[src/rtl/boot_pkg.sv]
// Shared types and default parameter values for the serial boot loader.
package boot_pkg;

   typedef enum logic [1:0] {
      IDLE = 2'd0,
      RECV = 2'd1,
      DONE = 2'd2
   } state_t;

   localparam int DEF_DATA_W      = 32;
   localparam int DEF_ADDR_W      = 12;
   localparam int DEF_START_ADDR  = 0;
   localparam int DEF_DEPTH       = 4096;
   localparam int DEF_SYNC_STAGES = 2;
   localparam int DEF_TIMEOUT_CYC = 65536;

endpackage

[src/rtl/serial_boot_loader_if.sv]
// Instruction-memory write port of the boot loader.
// Handshake: wr_en is a one-cycle strobe with no back-pressure; the memory
// must accept wr_data at wr_addr in every cycle where wr_en=1. wr_addr and
// wr_data carry meaning only while wr_en=1.
interface serial_boot_loader_if #(
   parameter int DATA_W = 32,
   parameter int ADDR_W = 12
) ();

   logic              wr_en;
   logic [ADDR_W-1:0] wr_addr;
   logic [DATA_W-1:0] wr_data;

   modport master (output wr_en, output wr_addr, output wr_data);
   modport slave  (input  wr_en, input  wr_addr, input  wr_data);

endinterface

[src/rtl/serial_boot_loader_sync.sv]
// Synchroniser chain for an asynchronous strobe plus a rising-edge pulse.
// The pulse is high in the first cycle the synchronised level reads high.
module sync_edge_detect #(
   parameter int STAGES = 2
) (
   input  logic clk,
   input  logic resetn,
   input  logic async_in,
   output logic rise
);

   logic [STAGES-1:0] chain;
   logic              prev;

   // Metastability chain followed by one delay flop for edge detection.
   always_ff @(posedge clk or negedge resetn) begin
      if (!resetn) begin
         chain <= '0;
         prev  <= 1'b0;
      end else begin
         chain <= {chain[STAGES-2:0], async_in};
         prev  <= chain[STAGES-1];
      end
   end

   assign rise = chain[STAGES-1] & ~prev;

endmodule

[src/rtl/serial_boot_loader.sv]
// Bit-serial boot loader: assembles DATA_W-bit words from an external
// strobe/data pair and writes them to instruction memory at incrementing
// addresses, with idle timeout, end-of-load detection, overflow and checksum.
module serial_boot_loader
   import boot_pkg::*;
#(
   parameter int DATA_W      = DEF_DATA_W,
   parameter int ADDR_W      = DEF_ADDR_W,
   parameter int START_ADDR  = DEF_START_ADDR,
   parameter int DEPTH       = DEF_DEPTH,
   parameter int SYNC_STAGES = DEF_SYNC_STAGES,
   parameter int TIMEOUT_CYC = DEF_TIMEOUT_CYC
) (
   input  logic                 clk,
   input  logic                 resetn,
   input  logic                 enable,
   input  logic                 ser_clk,
   input  logic                 ser_data,
   serial_boot_loader_if.master mem,
   output logic                 busy,
   output logic                 done,
   output logic [ADDR_W:0]      word_count,
   output logic [DATA_W-1:0]    checksum,
   output logic                 frame_err,
   output logic                 overflow,
   output state_t               state_dbg
);

   localparam int CNT_W  = $clog2(DATA_W);
   localparam int IDLE_W = $clog2(TIMEOUT_CYC + 1);
   localparam logic [CNT_W-1:0]  LAST_BIT  = CNT_W'(DATA_W - 1);
   localparam logic [ADDR_W:0]   DEPTH_L   = (ADDR_W + 1)'(DEPTH);
   localparam logic [IDLE_W-1:0] TO_MAX    = IDLE_W'(TIMEOUT_CYC);
   localparam logic [IDLE_W-1:0] TO_LAST   = IDLE_W'(TIMEOUT_CYC - 1);

   state_t                  state_q, state_d;
   logic [SYNC_STAGES-1:0]  data_chain;
   logic                    ser_edge;
   logic                    sample;
   logic [DATA_W-2:0]       shift;
   logic [DATA_W-1:0]       word_next;
   logic [CNT_W-1:0]        bit_cnt;
   logic [IDLE_W-1:0]       idle_cnt;
   logic [ADDR_W-1:0]       addr;
   logic                    start, take_bit, last_bit, timeout;

   sync_edge_detect #(.STAGES(SYNC_STAGES)) u_clk_sync (
      .clk      (clk),
      .resetn   (resetn),
      .async_in (ser_clk),
      .rise     (ser_edge)
   );

   // Data chain matches the strobe chain length so the sample lines up with the edge.
   always_ff @(posedge clk or negedge resetn) begin
      if (!resetn) data_chain <= '0;
      else         data_chain <= {data_chain[SYNC_STAGES-2:0], ser_data};
   end

   assign sample    = data_chain[SYNC_STAGES-1];
   assign word_next = {shift, sample};

   assign start    = (state_q == IDLE) && enable;
   assign take_bit = (state_q == RECV) && enable && ser_edge;
   assign last_bit = take_bit && (bit_cnt == LAST_BIT);
   // An edge in the expiry cycle wins, so timeout requires no edge.
   assign timeout  = (state_q == RECV) && enable && !ser_edge && (idle_cnt == TO_LAST);

   // State register.
   always_ff @(posedge clk or negedge resetn) begin
      if (!resetn) state_q <= IDLE;
      else         state_q <= state_d;
   end

   // Next-state logic: enable low always returns to IDLE.
   always_comb begin
      state_d = state_q;
      case (state_q)
         IDLE: if (enable) state_d = RECV;
         RECV: begin
            if (!enable)
               state_d = IDLE;
            else if (timeout && bit_cnt == '0 && word_count != '0)
               state_d = DONE;
         end
         DONE: if (!enable) state_d = IDLE;
         default: state_d = IDLE;
      endcase
   end

   // Datapath: bit assembly, memory write, counters, checksum and sticky flags.
   always_ff @(posedge clk or negedge resetn) begin
      if (!resetn) begin
         shift       <= '0;
         bit_cnt     <= '0;
         idle_cnt    <= '0;
         addr        <= '0;
         word_count  <= '0;
         checksum    <= '0;
         frame_err   <= 1'b0;
         overflow    <= 1'b0;
         mem.wr_en   <= 1'b0;
         mem.wr_addr <= '0;
         mem.wr_data <= '0;
      end else begin
         mem.wr_en <= 1'b0;
         if (start) begin
            addr       <= ADDR_W'(START_ADDR);
            word_count <= '0;
            checksum   <= '0;
            frame_err  <= 1'b0;
            overflow   <= 1'b0;
            bit_cnt    <= '0;
            idle_cnt   <= '0;
         end else if (take_bit) begin
            shift    <= word_next[DATA_W-2:0];
            idle_cnt <= '0;
            if (last_bit) begin
               bit_cnt <= '0;
               if (word_count < DEPTH_L) begin
                  mem.wr_en   <= 1'b1;
                  mem.wr_addr <= addr;
                  mem.wr_data <= word_next;
                  addr        <= addr + 1'b1;
                  word_count  <= word_count + 1'b1;
                  checksum    <= checksum + word_next;
               end else begin
                  overflow <= 1'b1;
               end
            end else begin
               bit_cnt <= bit_cnt + 1'b1;
            end
         end else if (state_q == RECV && enable) begin
            if (idle_cnt != TO_MAX) idle_cnt <= idle_cnt + 1'b1;
            if (timeout && bit_cnt != '0) begin
               bit_cnt   <= '0;
               frame_err <= 1'b1;
            end
         end
      end
   end

   assign busy      = (state_q == RECV);
   assign done      = (state_q == DONE);
   assign state_dbg = state_q;

endmodule
[src/flat_wrapper.sv]
// flat-port wrapper written by rule: the top's interface ports become plain ports
module serial_boot_loader_flat import boot_pkg::*;
#(
   parameter int DATA_W      = DEF_DATA_W,
   parameter int ADDR_W      = DEF_ADDR_W,
   parameter int START_ADDR  = DEF_START_ADDR,
   parameter int DEPTH       = DEF_DEPTH,
   parameter int SYNC_STAGES = DEF_SYNC_STAGES,
   parameter int TIMEOUT_CYC = DEF_TIMEOUT_CYC
)
  (clk, resetn, enable, ser_clk, ser_data, busy, done, word_count, checksum, frame_err, overflow, state_dbg, mem_wr_en, mem_wr_addr, mem_wr_data);
  serial_boot_loader_if #(.DATA_W(DATA_W), .ADDR_W(ADDR_W)) mem_i ();
  input  logic clk;
  input  logic resetn;
  input  logic enable;
  input  logic ser_clk;
  input  logic ser_data;
  output logic busy;
  output logic done;
  output logic [ADDR_W:0] word_count;
  output logic [DATA_W-1:0] checksum;
  output logic frame_err;
  output logic overflow;
  output state_t state_dbg;
  output wire logic [$bits(mem_i.wr_en)-1:0] mem_wr_en;
  output wire logic [$bits(mem_i.wr_addr)-1:0] mem_wr_addr;
  output wire logic [$bits(mem_i.wr_data)-1:0] mem_wr_data;
  assign mem_wr_en = mem_i.wr_en;
  assign mem_wr_addr = mem_i.wr_addr;
  assign mem_wr_data = mem_i.wr_data;
  serial_boot_loader #(.DATA_W(DATA_W), .ADDR_W(ADDR_W), .START_ADDR(START_ADDR), .DEPTH(DEPTH), .SYNC_STAGES(SYNC_STAGES), .TIMEOUT_CYC(TIMEOUT_CYC)) u_core (.clk(clk), .resetn(resetn), .enable(enable), .ser_clk(ser_clk), .ser_data(ser_data), .mem(mem_i), .busy(busy), .done(done), .word_count(word_count), .checksum(checksum), .frame_err(frame_err), .overflow(overflow), .state_dbg(state_dbg));
endmodule
[config.mk]
export PLATFORM = sky130hd
export DESIGN_NAME = serial_boot_loader_flat
export DESIGN_NICKNAME = d
export VERILOG_FILES = /design/src/rtl/boot_pkg.sv /design/src/rtl/serial_boot_loader_if.sv /design/src/rtl/serial_boot_loader_sync.sv /design/src/rtl/serial_boot_loader.sv /design/src/flat_wrapper.sv
export SDC_FILE = /design/constraint.sdc
export NUM_CORES = 1
export LEC_CHECK = 0
export BUFFER_PORTS_ARGS = -buffer_cell sky130_fd_sc_hd__buf_2
export CAP_MARGIN = 25
export CELL_PAD_IN_SITES_DETAIL_PLACEMENT = 1
export CELL_PAD_IN_SITES_GLOBAL_PLACEMENT = 2
export CORE_AREA = 2 2 163 165
export DETAILED_ROUTE_END_ITERATION = 8
export DIE_AREA = 0 0 165 167
export HOLD_SLACK_MARGIN = 0.02
export PLACE_DENSITY_LB_ADDON = 0.1
export SLEW_MARGIN = 20
export SYNTH_ARGS = -nofsm -noshare
export SYNTH_HDL_FRONTEND = slang
export SYNTH_SLANG_ARGS = --single-unit
[constraint.sdc]
create_clock -name clk -period 2.4 [get_ports clk]
set_clock_uncertainty 0.05 [all_clocks]
set_input_delay 0.48 -clock clk [delete_from_list [all_inputs] [get_ports clk]]
set_output_delay 0.48 -clock clk [all_outputs]
set_load 0.02 [all_outputs]
# ---- Word level (Yosys, flattened, before mapping)
# Cells that the tools add are included.
dict set report word_totals {
  ff_bits 164
  input_bits 5
  output_inout_bits 96
  elab_cells 102
}
dict set report op_classes {
  n_addsub 5
  magnitude_cmp 1
  n_eq_ne 10
  muxes 38
  n_bitwise 3
  n_reduce_logical 30
}
# op n
set ops {}
lappend ops {{2-to-1 mux 32 bit} 4}
lappend ops {{2-to-1 mux 17 bit} 4}
lappend ops {{2-to-1 mux 13 bit} 4}
lappend ops {{2-to-1 mux 12 bit} 4}
lappend ops {{adder 32 bit} 1}
lappend ops {{2-to-1 mux 5 bit} 5}
lappend ops {{adder 17 x 1 -> 17 bit (second input constant)} 1}
lappend ops {{== test 17 x 16 -> 1 bit (second input constant)} 1}
lappend ops {{!= test 17 bit (second input constant)} 1}
lappend ops {{adder 13 x 1 -> 13 bit (second input constant)} 1}
lappend ops {{less-than comparator 13 bit (second input constant)} 1}
lappend ops {{nonzero test 13 bit} 1}
lappend ops {{adder 12 x 1 -> 12 bit (second input constant)} 1}
lappend ops {{2-to-1 mux 1 bit} 12}
lappend ops {{AND reduction 3 bit} 4}
lappend ops {{nonzero test 2 bit} 5}
lappend ops {{logical AND 1 bit} 9}
lappend ops {{nonzero test 3 bit} 3}
lappend ops {{2-to-1 mux 2 bit} 4}
lappend ops {{one-hot mux 2 bit (3 select lines)} 1}
lappend ops {{AND reduction 2 bit} 3}
lappend ops {{adder 5 x 1 -> 5 bit (second input constant)} 1}
lappend ops {{== test 5 bit (second input constant)} 1}
lappend ops {{logical NOT 5 bit} 1}
lappend ops {{11 further kinds} 14}

# ---- Depth between registers and ports, before layout
# Gate-level depths: netlist of run 1.
dict set report depth {
  depth_word 10
  depth_mapped 12
  mapped_depth_nobuf 12
}

# ---- Modules after synthesis
# A second synthesis of run 1 with hierarchy kept.
dict set report unflattened {
  cells_unflattened 951
  hier_area_um2 8465.6
}
# module instances cells_each area_per_inst_um2 seq_area_each_um2
set modules_own_cells {}
lappend modules_own_cells {serial_boot_loader 1 947 8376.8 4028.9}
lappend modules_own_cells {sync_edge_detect 1 4 88.8 75.1}

# ---- Worst setup path after synthesis of run 1
# OpenSTA, ideal clock, no wires.
dict set report synth_timing {
  path_kind {flip-flop to flip-flop}
  startpoint {register u_core.checksum[0]}
  endpoint {register u_core.checksum[30]}
  setup_time_ns 0.134
  arrival_ns 2.547
  t_required_ns 2.216
  slack_ns -0.331
  path_stages_with_launch 11
  path_buffers 0
  period_less_slack_ns 2.731
  cell_sequence {dfrtp_1 ha_1 fa_1 a21o_1 a221oi_4 nor4_2 a211oi_4 a211oi_2 a31oi_1 xor2_1 o21ai_1}
}
dict set report synth_between {
  elab_chain_cells 5
}
# element line_no
set synth_lines {}
lappend synth_lines {{start: declaration} serial_boot_loader.sv:23} ;# output logic [DATA_W-1:0] checksum,
lappend synth_lines {{start signal: assignment} serial_boot_loader.sv:126} ;# checksum <= checksum + word_next;
lappend synth_lines {{adder 32 bit} serial_boot_loader.sv:126}
lappend synth_lines {{2-to-1 mux 32 bit} serial_boot_loader.sv:120} ;# if (word_count < DEPTH_L) begin
lappend synth_lines {{2-to-1 mux 32 bit} serial_boot_loader.sv:118} ;# if (last_bit) begin
lappend synth_lines {{2-to-1 mux 32 bit} serial_boot_loader.sv:115} ;# end else if (take_bit) begin
lappend synth_lines {{2-to-1 mux 32 bit} serial_boot_loader.sv:107} ;# if (start) begin
# No other way between the ends. The select of a mux whose other input is x is not followed.
# A chain may end at the register's enable or synchronous reset.

# ---- Worst setup path in the final report of run 1
dict set report layout_timing {
  startpoint {register u_core.checksum[1]}
  endpoint {register u_core.checksum[24]}
}
# The elaborated chain is that of the path after synthesis.

==> results of run 1 <==
worst min path at each step:
| stage | slack, ns | end | cells after the start |
|---|---|---|---|
| 6_report | 0.1 | u_core.data_chain[0] | 1 |
| 3_3_place_gp | 0.29 | u_core.u_clk_sync.chain[1] | 0 |
| 3_5_place_dp | 0.30 | u_core.u_clk_sync.chain[1] | 0 |
| 5_1_grt | 0.08 | u_core.data_chain[0] | 1 |
| 4_1_cts | 0.08 | u_core.data_chain[0] | 1 |
| 2_1_floorplan | 0.13 | u_core.addr[0] | 0 |
logic make-up (layout without fill, tap and decap cells):
kind of cell               count (synthesis)  after routing  share of synthesized area [%]
AOI/OAI and AO/OA                        135            135                          11.26
xor gates and xnor gates                  65             65                          6.774
adders and majority gates                 41             41                          6.193
buffers and inverters                     54            281                          2.590
DFF                                      164            164                          48.83
muxes                                     34             34                          4.511
and+or+nand+nor                          369            369                          19.85
power by group through the flow:
stage | clock [W] | combinational, W | sequential (W)
after global routing | 0.00298 | 0.000586 | 0.00290
after floorplan | 0 | 0.000239 | 0.00293
final | 0.00278 | 0.000518 | 0.00289
after detailed placement | 0 | 0.000507 | 0.00294
after global placement | 0 | 0.000501 | 0.00294
after CTS | 0.00286 | 0.000522 | 0.00289
what timing repair did:
action / in CTS / in global routing
pin swaps: 11 / 19
gates resized for setup: 26 / 42
hold buffers: 1 / 0
endpoints found under the hold margin: 41 / 0
setup endpoints to repair: 19 / 31
setup buffers: 7 / 8
cell type report:
type                    instances  area (um2)
clock buffers                  17       425.4
clock inverters                15       160.2
fillers                      2963       14590
inverters                      16       62.56
multi-input cells             644        4432
flip-flops and latches        164        4106
well taps                     335       419.2
repair buffers                233        1564
flip-flops by register name, indices dropped and copies added, names as in the netlist:
signal,flops
u_core.mem.wr_data,32
u_core.overflow,1
u_core.state_dbg,2
u_core.u_clk_sync.prev,1
u_core.mem.wr_en,1
u_core.data_chain,2
u_core.checksum,32
u_core.shift,31
u_core.idle_cnt,17
u_core.addr,12
u_core.word_count,13
u_core.bit_cnt,5
u_core.mem.wr_addr,12
u_core.frame_err,1
u_core.u_clk_sync.chain,2
layer usage:
layer  up-vias  share of wire (%)  global-route usage (%)
met5         -                  0                       0
li1       3389                  -                       -
met3        19                2.4                   3.238
met2        81                 49                   31.97
met4         0               0.88                   3.743
met1      3530                 47                   25.93
through the flow:
step           total power (W)  hold slack [ns]  utilization, %  setup slack, ns
6_report              0.006194          0.09607           43.35          -0.1557
5_1_grt               0.006466          0.07735           43.35          -0.2659
4_1_cts               0.006272          0.08171           42.47          -0.1381
3_5_place_dp          0.003446           0.3010           39.28          -0.1675
3_3_place_gp          0.003440           0.2864           39.28          -0.1576
2_1_floorplan         0.003174           0.1344               -          -0.1098
worst max-delay path, stage by stage (launching register included):
cell	delay [ns]
dfrtp_2	0.42
buf_6	0.12
fa_2	0.39
a21o_1	0.21
a221oi_4	0.28
buf_4	0.18
nor4_4	0.04
o2111ai_2	0.26
nand2_2	0.11
o21ai_2	0.13
xor2_1	0.16
o21ai_1	0.08
synth_stat cells (6+ instances only):
library cell / count / area share [%]
inv_1: 14 / 0.63
o21ai_0: 30 / 1.8
ha_1: 40 / 6.0
o21ai_1: 10 / 0.60
nand2_1: 190 / 8.5
mux2_2: 31 / 4.2
a21oi_1: 32 / 1.9
nor3_1: 6 / 0.36
nand4_1: 22 / 1.6
xnor2_1: 20 / 2.1
dfrtp_1: 164 / 49
xor2_1: 45 / 4.7
nor4_1: 7 / 0.52
a21o_1: 22 / 2.0
clkbuf_1: 28 / 1.3
nand2b_1: 7 / 0.52
and3_1: 9 / 0.67
buf_2: 9 / 0.54
nand3_1: 39 / 2.3
nor2_1: 69 / 3.1
a31oi_1: 8 / 0.60
==> flow_summary_export.csv, run 1 <==
group,metric,value,unit
logic_synthesis,synth.ff_latch_count,164,
timing,setup_slack,-0.1557,ns
cts,clk_pin_slew,0.07,ns
power,power.share.clock,44.9,%
die,pin_count,101,
global_route,track_usage,19.07,%
power,p_sw,0.001735,W
logic_synthesis,avgSynthCellArea,9.750,um2
logic_synthesis,synth_cell_types,65,
detailed_routing,wire_per_inst,17.43,um
timing,slew_violations,0,
cts,cts_buffers,17,
finish,final_common_cell,"nand2_1",
global_route,grt_max_degree,59,
detailed_routing,first_iter_violations,266,
timing,tightest_slew,0.5324,ns
run,cap_violations,0,
global_route,overflow,0,
power,vdd_drop_max,359.4,uV
detailed_routing,antenna_left,0,
setup_path,worstPathRequired,2.65,ns
placement,placed_cells,1377,
setup_path,critPathCapture,"u_core.checksum[24]",
status,violations,"negative setup slack",
logic_synthesis,postSynthCellCount,862,
placement,gp_congestion,0.7766,
power,p_comb_share,8.4,%
die,die_h,167,um
global_route,grt_pass1_wl,41390,um
setup_path,r2r_slack,-0.16,ns
finish,layoutNonFillerInstCount,1424,
setup_path,crit_type,"flop to flop",
timing,rsz0062_at_grt,"true",
min_path,hold_path_startpoint,"ser_data",
setup_path,crit_path_end_kind,"flop",
setup_path,crit_arrival,2.81,ns
timing,fin_tns_setup,-0.8538,ns
detailed_routing,routed_wl,24820,um
logic_synthesis,ys_warn_count,0,
power,p_per_area,554.5,nW/um2
detailed_routing,via_per_inst,4.929,
logic_synthesis,syn-cell-area,8404,um2
logic_synthesis,syn_nets,908,
power,power_leakage,5.896,nW
cts,cts_tree,"yes",
min_path,hp-class,"primary input to flop",
timing,fmax,391.3,MHz
logic_synthesis,synthArstFlopShare,100.0,%
placement,place_area,10120,um2
finish,nets,1122,
logic_synthesis,synth-edff-count,0,
cts,htreeDepth,4,
finish,drive_above_1_share,33.79,%
power,p_sw_share,28.01,%
finish,diodes,0,
setup_path,start_kind,"flop",
timing,min_period,2.556,ns
detailed_routing,vias,7019,
status,outcome,"finished, violations left",
setup_path,rr_worst_depth,11,
global_route,grt_pass1_vias,7481,
timing,max-slew-margin-rel,64.51,%
timing,setup_viol_count_final,10,
setup_path,crit_path_max_fanout,3,
cts,cts_num_sinks,164,
power,p_int,0.004459,W
cts,root_buffer,"clkbuf_16",
setup_path,timing.rr.end,"u_core.checksum[24]",
timing,period_share,106.5,%
cts,cts_max_path_buffers,2,
finish,layout-area-overhead-vs-synth,32.90,%
die,die-area,27560,um2
detailed_routing,drcViolationCount,0,
power,p_seq_share,46.7,%
logic_synthesis,synth_ff_type,"dfrtp_1",
die,design.core.area,25760,um2
setup_path,worstReg2RegStart,"u_core.checksum[1]",
placement,portBuffers,100,
timing,finalHoldViolations,0,
die,die_x,165,um
global_route,antenna_found_initial,0,
placement,place_hpwl,17510,um
cts,clkLatencyLatePin,0.44,ns
die,std_cell_rows,59,
setup_path,startpoint,"u_core.checksum[1]",
logic_synthesis,seq_area_frac_synth,48.83,%
detailed_routing,first_pass_iters,4,
finish,postLayoutCellArea,11170,um2
finish,final_cell_mix,"nand2_1 (186), dfrtp_1 (162), buf_4 (124)",
die,initial_utilization,32.62,%
No activity file was read; power rests on OpenSTA's default activity.
==> run 2: changes to the inputs <==
--- a/config.mk
+++ b/config.mk
@@ -5,13 +5,13 @@
 export SDC_FILE = /design/constraint.sdc
 export NUM_CORES = 1
 export LEC_CHECK = 0
-export BUFFER_PORTS_ARGS = -buffer_cell sky130_fd_sc_hd__buf_2
 export CAP_MARGIN = 25
 export CELL_PAD_IN_SITES_DETAIL_PLACEMENT = 1
 export CELL_PAD_IN_SITES_GLOBAL_PLACEMENT = 2
-export CORE_AREA = 2 2 163 165
+export CORE_AREA = 2 2 148 150
 export DETAILED_ROUTE_END_ITERATION = 8
-export DIE_AREA = 0 0 165 167
+export DIE_AREA = 0 0 150 152
+export DONT_BUFFER_PORTS = 1
 export HOLD_SLACK_MARGIN = 0.02
 export PLACE_DENSITY_LB_ADDON = 0.1
 export SLEW_MARGIN = 20
==> constraint.sdc (replaced) <==
create_clock -name clk -period 2.7 [get_ports clk]
set_clock_uncertainty 0.05 [all_clocks]
set_input_delay 0.54 -clock clk [delete_from_list [all_inputs] [get_ports clk]]
set_output_delay 0.54 -clock clk [all_outputs]
set_load 0.02 [all_outputs]
==> run 2 against run 1 <==
- the run ends with negative hold slack left
- setup slack improved by 0.27 ns
- total power down 13%
- routed wire length down 10%
- global-route usage up 1.2 points
- die area down 17%
- highest routed layer unchanged
==> flow_summary_export.csv, run 2 (synthesized netlist as in run 1, its figures left out) <==
group,metric,value,unit
power,power_leakage,4.905,nW
global_route,grt_max_degree,165,
timing,period_share,95.89,%
detailed_routing,via_per_inst,5.360,
detailed_routing,vias,6389,
finish,layoutNonFillerInstCount,1192,
die,initial_utilization,39.36,%
finish,reg.largest.list,"u_core.checksum (32), u_core.mem.wr_data (32), u_core.shift (31)",
timing,finalHoldViolations,164,
timing,min_period,2.589,ns
run,cap_violations,0,
die,die_h,152,um
cts,cts_max_path_buffers,2,
setup_path,path_cells,"ha_4, fa_2, a21o_1, a221oi_4, nor4_4, a211oi_4, buf_4, a21oi_1, xnor2_1, o21ai_1",
die,design.core.area,21350,um2
power,power.share.clock,47.0,%
finish,final_cell_mix,"nand2_1 (189), dfrtp_1 (163), nor2_1 (68)",
setup_path,timing.rr.end,"u_core.checksum[22]",
placement,gp_congestion,0.8696,
status,outcome,"finished, violations left",
placement,placed_cells,1151,
finish,final_util,45.67,%
setup_path,critical-path-max-stage-delay,0.42,ns
placement,portBuffers,0,
setup_path,startpoint,"u_core.data_chain[1]",
power,p_per_area,555.2,nW/um2
setup_path,crit_path_end_kind,"flop",
detailed_routing,antenna_left,0,
global_route,antenna_found_initial,0,
power,p_sw_share,23.27,%
cts,root_buffer,"clkbuf_16",
power,p_sw,0.001260,W
global_route,grt_pass1_wl,36960,um
timing,slew_violations,0,
cts,cts_buffers,17,
setup_path,crit_arrival,2.84,ns
die,die-area,22800,um2
power,p_int,0.004154,W
power,p_comb_share,5.3,%
cts,clkLatencyLatePin,0.43,ns
timing,holdWs,-0.2413,ns
finish,regArea,4105,um2
timing,fin_tns_setup,0,ns
setup_path,r2r_slack,0.11,ns
setup_path,crit_cells,10,
setup_path,critPathCapture,"u_core.checksum[22]",
setup_path,path_buf_inv,1,
power,vdd_drop_max,346.8,uV
timing,setup_viol_count_final,0,
timing,tightest_slew,0.5324,ns
setup_path,slowest_stage,"dfrtp_1",
die,pin_count,101,
global_route,overflow,0,
cts,clk_pin_slew,0.07,ns
finish,multi_input_area,4189,um2
setup_path,worstReg2RegStart,"u_core.data_chain[1]",
setup_path,worstPathRequired,2.95,ns
finish,diodes,0,
die,std_cell_rows,54,
detailed_routing,first_iter_violations,182,
detailed_routing,drcViolationCount,0,
setup_path,start_kind,"flop",
finish,drive_above_1_share,17.21,%
setup_path,crit_type,"flop to flop",
timing,rsz0062_at_grt,"true",
finish,fillers,2438,
finish,nets,945,
timing,fmax,386.2,MHz
cts,cts_tree,"yes",
power,p_seq_share,47.7,%
setup_path,crit_path_max_fanout,3,
detailed_routing,routed_wl,22230,um
finish,final_common_cell,"nand2_1",
detailed_routing,first_pass_iters,4,
die,die_x,150,um
cts,cts_num_sinks,164,
global_route,grt_pass1_vias,7068,
timing,max-slew-margin-rel,64.37,%
global_route,track_usage,20.26,%
finish,layout-area-overhead-vs-synth,16.02,%
detailed_routing,wire_per_inst,18.65,um
placement,place_hpwl,15420,um
status,violations,"negative hold slack",
cts,htreeDepth,4,
setup_path,rr_worst_depth,10,
power,power,0.005414,W
setup_path,critPathTopFamily,"compound AO/OA/AOI/OAI gates",
min_path,hp-class,"primary input to asynchronous set/reset pin",
run 2: per-stage QoR:
| step | setup WS, ns | cell area (um2) |
|---|---|---|
| after floorplan | 0.02348 | 8406 |
| after global routing | -0.04187 | 9751 |
| final | 0.1109 | 9751 |
| after CTS | 0.005477 | 9583 |
| after global placement | 0.08424 | 8966 |
| after detailed placement | 0.02212 | 8966 |
run 2: final cells by class:
| type | instances | share of cell area, % |
|---|---|---|
| clock buffer | 22 | 4.761 |
| timing repair buffer | 56 | 4.440 |
| tap | 280 | 3.593 |
| sequential | 164 | 42.10 |
| multi-input combinational | 644 | 42.96 |
| inverter | 16 | 0.6159 |
| clock inverter | 10 | 1.527 |
run 2: worst register-to-register path, delay by kind of cell, from the launching register on:
family          cells  cell delay [ns]
compound gates      5             1.01
xor+xnor            1             0.23
fa+ha+maj           2             0.52
buf+inv             1             0.17
flops               1             0.42
simple gates        1             0.08
run 2: timing repair:
action | 4_1_cts | 5_1_grt
setup buffers | 0 | 9
gates resized for setup | 1 | 22
endpoints found under the setup margin | 1 | 18
hold endpoints to repair | 164 | 164
pin swaps | 0 | 10
run 2: how the worst min path moves through the flow:
stage	cells after the start	endpoint	slack [ns]	from
after floorplan	0	u_core.addr[0]	0.19	resetn
after global placement	0	u_core.idle_cnt[10]	0.20	resetn
after detailed placement	0	u_core.idle_cnt[9]	0.20	resetn
after CTS	0	u_core.checksum[4]	-0.26	resetn
after global routing	0	u_core.idle_cnt[10]	-0.26	resetn
final	0	u_core.idle_cnt[4]	-0.24	resetn
run 2: power groups by stage:
stage | Combinational (W) | Sequential [W] | Clock, W
final | 0.000285 | 0.00258 | 0.00255
after global placement | 0.000268 | 0.00262 | 0
after global routing | 0.000322 | 0.00259 | 0.00272
after CTS | 0.000285 | 0.00258 | 0.00262
after detailed placement | 0.000278 | 0.00263 | 0
after floorplan | 0.000212 | 0.00261 | 0
run 2: metal layers:
layer	wire [um]	track usage, %	up-vias
met5	0	0	-
li1	-	-	3039
met1	9603	24.63	3225
met3	952	4.835	32
met2	11270	35.16	93
met4	405	6.604	0
==> run 3: changes to the inputs <==
--- a/config.mk
+++ b/config.mk
@@ -14,6 +14,7 @@
 export DONT_BUFFER_PORTS = 1
 export HOLD_SLACK_MARGIN = 0.02
 export PLACE_DENSITY_LB_ADDON = 0.1
+export SKIP_LAST_GASP = 1
 export SLEW_MARGIN = 20
 export SYNTH_ARGS = -nofsm -noshare
 export SYNTH_HDL_FRONTEND = slang
==> constraint.sdc (replaced) <==
create_clock -name clk -period 2.7 [get_ports clk]
set_clock_uncertainty 0.05 [all_clocks]
set_input_delay 0.675 -clock clk [delete_from_list [all_inputs] [get_ports clk]]
set_output_delay 0.675 -clock clk [all_outputs]
set_load 0.02 [all_outputs]
==> run 3 against run 2 <==
- the flow still finishes with violations (negative hold slack)
- register-to-register slack about the same
- worst hold slack better by 0.13 ns
- non-clock buffer count unchanged
- global-route usage is the same
- via count about the same
- clock power about the same
- setup slack got worse by 0.0016 ns
- critical path depth unchanged
- highest routed layer unchanged
==> flow_summary_export.csv, run 3 (synthesized netlist as in run 1, its figures left out) <==
group,metric,value,unit
detailed_routing,vias,6388,
timing,slew_violations,0,
setup_path,crit_type,"flop to flop",
power,p_seq_share,47.7,%
setup_path,timing.rr.end,"u_core.checksum[22]",
cts,cts_tree,"yes",
power,p_sw_share,23.26,%
timing,fin_tns_setup,0,ns
setup_path,crit_arrival,2.84,ns
die,die-area,22800,um2
timing,finalHoldViolations,164,
timing,period_share,95.95,%
global_route,gr-max-usage-layer,"met2",
run,cap_violations,0,
status,outcome,"finished, violations left",
min_path,hp-class,"primary input to asynchronous set/reset pin",
timing,rsz0062_at_grt,"true",
power,power.share.clock,47.0,%
setup_path,r2r_slack,0.11,ns
setup_path,slowest_stage,"dfrtp_1",
setup_path,rr_worst_depth,10,
status,violations,"negative hold slack",
finish,fillers,2438,
setup_path,start_kind,"flop",
global_route,grtUsageMet2,35.16,%
setup_path,worstReg2RegStart,"u_core.data_chain[1]",
detailed_routing,wire_per_inst,18.65,um
finish,final_common_cell,"nand2_1",
die,die_h,152,um
finish,layout-area-overhead-vs-synth,16.02,%
detailed_routing,first_iter_violations,175,
die,std_cell_rows,54,
timing,max-slew-margin-rel,64.37,%
cts,clkLatencyLatePin,0.43,ns
global_route,overflow,0,
die,pin_count,101,
setup_path,critPathTopFamily,"compound AO/OA/AOI/OAI gates",
detailed_routing,routed_wl,22230,um
power,p_int,0.004154,W
placement,portBuffers,0,
timing,tightest_slew,0.5324,ns
finish,reg.largest.list,"u_core.checksum (32), u_core.mem.wr_data (32), u_core.shift (31)",
global_route,track_usage,20.26,%
finish,diodes,0,
global_route,antenna_found_initial,0,
finish,nets,945,
global_route,grt_max_degree,165,
power,vdd_drop_max,347.2,uV
detailed_routing,drcViolationCount,0,
finish,drive_above_1_share,17.21,%
placement,place_hpwl,15420,um
timing,fmax,386.0,MHz
global_route,grt_pass1_vias,7068,
setup_path,crit_cells,10,
timing,holdWs,-0.1066,ns
setup_path,crit_path_end_kind,"flop",
cts,htreeDepth,4,
placement,gp_congestion,0.8696,
cts,root_buffer,"clkbuf_16",
power,power_leakage,4.905,nW
global_route,grt_use_met1,24.63,%
die,design.core.area,21350,um2
timing,min_period,2.591,ns
die,die_x,150,um
global_route,gr-usage-met3,4.835,%
die,initial_utilization,39.36,%
timing,setup_viol_count_final,0,
global_route,grt_pass1_wl,36960,um
setup_path,worstPathRequired,2.95,ns
detailed_routing,via_per_inst,5.359,
power,p_comb_share,5.3,%
detailed_routing,antenna_left,0,
cts,cts_num_sinks,164,
setup_path,critPathCapture,"u_core.checksum[22]",
finish,final_util,45.67,%
setup_path,path_buf_inv,1,
detailed_routing,first_pass_iters,4,
cts,cts_buffers,17,
cts,cts_max_path_buffers,2,
power,p_per_area,555.1,nW/um2
finish,final_cell_mix,"nand2_1 (189), dfrtp_1 (163), nor2_1 (68)",
power,p_sw,0.001259,W
setup_path,critical-path-max-stage-delay,0.42,ns
cts,clk_pin_slew,0.07,ns
setup_path,crit_path_max_fanout,3,
setup_path,startpoint,"u_core.data_chain[1]",
setup_path,path_cells,"ha_4, fa_2, a21o_1, a221oi_4, nor4_4, a211oi_4, buf_4, a21oi_1, xnor2_1, o21ai_1",
run 3: cell counts in the layout (fill, tap and decap cells not counted):
No cell type changed its count.
run 3: timing repair:
action / CTS / global route
hold endpoints to repair: 164 / 164
resized for setup: 1 / 22
setup endpoints to repair: 1 / 18
setup buffers: 0 / 9
gates cloned: 0 / 0
pin swaps: 0 / 10
run 3: final cells by class:
class | count | area, um2 | area share [%]
repair buffers | 56 | 432.9 | 4.440
flip-flops and latches | 164 | 4105 | 42.10
multi-input cells | 644 | 4189 | 42.96
inverters | 16 | 60.06 | 0.6159
clock inverters | 10 | 148.9 | 1.527
well taps | 280 | 350.3 | 3.593
clock buffers | 22 | 464.2 | 4.761
run 3: stage by stage:
stage / cell area, um2 / total power, W / instances / hold slack [ns] / setup WS (ns)
final: 9751 / 0.005413 / 1192 / -0.1066 / 0.1092
after floorplan: 8406 / 0.002820 / 862 / 0.2812 / 0.02348
after CTS: 9583 / 0.005486 / 1183 / -0.1242 / 0.005477
after global routing: 9751 / 0.005634 / 1192 / -0.1293 / -0.04187
after detailed placement: 8966 / 0.002905 / 1151 / 0.2949 / 0.02212
after global placement: 8966 / 0.002891 / 1151 / 0.2946 / 0.08424
run 3: layer usage:
| metal | vias up | wire (um) |
|---|---|---|
| li1 | 3040 | - |
| met1 | 3221 | 9597 |
| met2 | 95 | 11250 |
| met3 | 32 | 975 |
| met4 | 0 | 405 |
| met5 | - | 0 |
run 3: worst min-delay path by stage:
stage / from / to / slack, ns / cells past startpoint
after floorplan: u_core.data_chain[0] / u_core.data_chain[1] / 0.28 / 0
after global placement: u_core.u_clk_sync.chain[0] / u_core.u_clk_sync.chain[1] / 0.29 / 0
after detailed placement: u_core.data_chain[0] / u_core.data_chain[1] / 0.29 / 0
after CTS: resetn / u_core.checksum[4] / -0.12 / 0
after global routing: resetn / u_core.idle_cnt[10] / -0.13 / 0
final: resetn / u_core.idle_cnt[4] / -0.11 / 0
run 3: power groups by stage:
stage	Clock, W	Sequential (W)	Combinational [W]
6_report	0.00255	0.00258	0.000285
5_1_grt	0.00272	0.00259	0.000322
4_1_cts	0.00262	0.00258	0.000285
3_5_place_dp	0	0.00263	0.000278
3_3_place_gp	0	0.00262	0.000268
2_1_floorplan	0	0.00261	0.000212
